**config.mk**
```make
export PLATFORM = sky130hd
export DESIGN_NAME = inv_c_element3_r
export DESIGN_NICKNAME = d
export VERILOG_FILES = /design/src/rtl/inv_c_element3_r.sv
export SDC_FILE = /design/constraint.sdc
export NUM_CORES = 1
export LEC_CHECK = 0
export BUFFER_PORTS_ARGS = -buffer_cell sky130_fd_sc_hd__buf_2
export CORE_AREA = 3 3 40 42
export DETAILED_ROUTE_END_ITERATION = 7
export DIE_AREA = 0 0 43 45
export PLACE_DENSITY = 0.3
export SETUP_SLACK_MARGIN = 0.5
export SKIP_CTS_REPAIR_TIMING = 1
export SLEW_MARGIN = 15
export SYNTH_ARGS = -nofsm -noshare
export SYNTH_HDL_FRONTEND = slang
export SYNTH_SLANG_ARGS = --single-unit
```
**constraint.sdc**
```tcl
create_clock -name CLK -period 0.8 [get_ports CLK]
set_input_delay 0.2 -clock CLK [delete_from_list [all_inputs] [get_ports CLK]]
set_output_delay 0.2 -clock CLK [all_outputs]
set_load 0.005 [all_outputs]
```
**src/rtl/inv_c_element3_r.sv**
```systemverilog
// inv_c_element3_r: bank of 3-input inverting C-elements with AND/NAND reductions.
// INVC_TOGGLE_COUNT_EN adds the 16-bit TOGGLE_CNT transition counter.
module inv_c_element3_r #(
  parameter int WIDTH = 2
) (
  input  logic             CLK,
  input  logic             RESET,
  input  logic [WIDTH-1:0] A,
  input  logic [WIDTH-1:0] B,
  input  logic [WIDTH-1:0] C,
  output logic [WIDTH-1:0] Z,
  output logic             ZALL,
  output logic             ZNAND
`ifdef INVC_TOGGLE_COUNT_EN
  ,
  output logic [15:0]      TOGGLE_CNT
`endif
);
  logic [WIDTH-1:0] s_q, s_d;
  // set on all-ones, clear on all-zeros, otherwise hold
  always_comb s_d = (A & B & C) | (s_q & (A | B | C));
  always_ff @(posedge CLK) s_q <= RESET ? '0 : s_d;
  assign Z     = ~s_q;
  assign ZALL  = &Z;
  assign ZNAND = ~ZALL;
`ifdef INVC_TOGGLE_COUNT_EN
  logic [15:0] cnt_q, cnt_d;
  always_comb cnt_d = (s_d != s_q) ? cnt_q + 16'd1 : cnt_q;
  always_ff @(posedge CLK) cnt_q <= RESET ? '0 : cnt_d;
  assign TOGGLE_CNT = cnt_q;
`endif
endmodule

```
==> impl_results.md <==
- Initial Util: 0.0798
- Bufs on Longest Clock Path: 2
- Initial antenna violation count: 0
- First-pass GRT wire length: 579 um
- DR WL/cell: 8.29 um
- Slowest stage delay, CP: 0.35 ns
- Post-synth ARST share: 0
- Horiz. Die Dim: 43 um
- Routed Antenna Nets: 0
- Slowest cell on crit path: dfxtp_4
- Worst path top cell family by delay: flip-flops
- Vias in the first global route: 140
- H-Tree Depth: 1
- Yosys warnings: 0
- Largest net degree at the start of global routing: 5
- Max-slew violations: 0
- Worst Clk Skew: 0 ns
- Crit-path max FO: 3
- Top cell type's share of synthesized area: 0.390
- Peak VDD IR: 0.000541 V
- Pwr/cell area: 1780 mW/mm^2
- Crit Path Category: flop to output pin
- Clk slew on worst S/H paths: 0.03 ns
- Io pins: 12
- Layout fillers: 150
- RSZ-0062 raised after global routing: true
- Core area: 0.00128 sq mm
- Crit path cell chain: nor2_4 -> inv_1 -> buf_2
- Hold Crit Class: input pin to flop
- Layout cells sized above 1: 0.800
- Via count: approximately 160
- Syn nets: 22
- Synth Instances: 14
- Clock root buffer: clkbuf_4
- Final WS setup: -0.216 ns
- Status: finished, violations left
- Synth area leaders: dfxtp_1, o22ai_1, inv_1
- CP startpoint kind: flop
- DP Cell Count: 40
- Req. time, crit path: roughly 0.6 ns
- Final setup fails: 4
- WP data arrival: roughly 0.8 ns
- LEAKAGE: 0.114 nW
- Layout Nets: 40
- Achievable Freq: about 980 MHz
- Top reg by flops: s_q
- Biggest regs: s_q: 2 flops
- Pwr Total: approximately 0.44 mW
- Crit. End Element: output pin
- Final period util: 1.27
- Die Y: 45 um
- Crit path buf inv count: 2
- Routability Congestion: 0.656
- CTS tree: yes
- Top post-synthesis cells by count: inv_1, a21oi_1, dfxtp_1, o21ai_1, o22ai_1
- Port bufs: 11
- Failing checks: setup timing
- Met2 Use GR: 0.0449
- Antenna cell count: 0
- Clock Sinks: 2
- Cell area after synthesis: about 100 sq um
- Worst-margin pin slew: 0.137 ns
- Synthesized area per cell: 7.33 sq um
- Drt via density: 3.51
- Largest area contributor in the netlist: dfxtp_1
- Largest register FFs: 2
- P&R area growth vs syn: 140%
- Min Tclk post-route: 1.02 ns
- Iteration-0 DRC Markers: 3
- DP Area: 185 sq um
- Seq/Total Area, Yosys: 0.390
- Netlist cell types: 8
- Final Instance Count excl. Fillers: 45
- Primary FF master, synth: dfxtp_1
- Final hold vios: 0
- Final Instance Area: roughly 250 sq um
- Gr usage total: 0.0457
- Fin Setup TNS: -0.635 ns
- CTS buffer count: 3
- Grt ovf: 0
- Die Footprint: 0.00194 sq mm
- Max Cap Viol: 0
- Number of enable flip-flop cells after synthesis: 0
- Drt pass-1 iters: 2
- GRT busiest layer: met1
- M3 GR Usage: 0.0319
- Drt drc: 0
- Cell row count: 13
- Yosys reg bits: 2
- Met1 Use GR: 0.0550
- Slew headroom: 0.908
- Final wirelength: 373 um
- Most frequent cell after synthesis: inv_1
- Clk Latency, worst-skew pair: 0.22 ns
[placed cells by master, fill, tap and decap left out]
cell type / n
o22ai_1: 2
nand2b_1: 1
inv_2: 2
buf_2: 10
buf_4: 1
nand2b_2: 1
inv_1: 1
o21ai_1: 2
dfxtp_4: 2
clkbuf_4: 3
buf_6: 2
a21oi_2: 2
nor2_4: 1
[cells by family (layout without fill, tap and decap cells)]
logic type	count (synthesis)	count (layout)	share of synthesized area
AO/OA/AOI/OAI	6	6	0.317
AND/OR/NAND/NOR	3	3	0.183
buffers and inverters	3	19	0.110
flip-flops	2	2	0.390
[power breakdown]
part / internal, mW / total, mW / leakage, nW / switching, mW
clock network: 0.165 / 0.219 / 0.0138 / 0.0540
registers: 0.107 / 0.119 / 0.0178 / 0.0119
logic: 0.0610 / 0.101 / 0.0820 / 0.0395
[stage by stage]
step	hold slack [ns]	util	worst slack (ns)
3_5_place_dp	0.439	0.144	0.0168
2_1_floorplan	0.306	-	0.107
4_1_cts	0.202	0.162	-0.225
6_report	0.208	0.192	-0.216
3_3_place_gp	0.426	0.144	0.0277
5_1_grt	0.216	0.192	-0.264
[path summary, 6_finish.rpt]
check,from,to,slack (ns),depth (start not counted)
setup / recovery,s_q[0],ZNAND,-0.22,3
hold / removal,RESET,s_q[1],0.21,2
setup reg to reg,s_q[0],s_q[0],0.04,3
hold reg to reg,s_q[1],s_q[1],0.62,3
[final cells by class]
| type | count | area (sq um) | area share |
|---|---|---|---|
| inverter | 3 | 11.3 | 0.0457 |
| clock buffer | 3 | 22.5 | 0.0914 |
| multi-input combinational | 9 | 66.3 | 0.269 |
| sequential | 2 | 47.5 | 0.193 |
| timing repair buffer | 13 | 80.1 | 0.325 |
| tap | 15 | 18.8 | 0.0761 |
[per-layer routing]
layer  wire (um)  vias up
li1            -       80
met2         135       12
met4           0        0
met1         173       66
met5           0        -
met3          64        0
No activity file was read; power rests on OpenSTA's default activity.
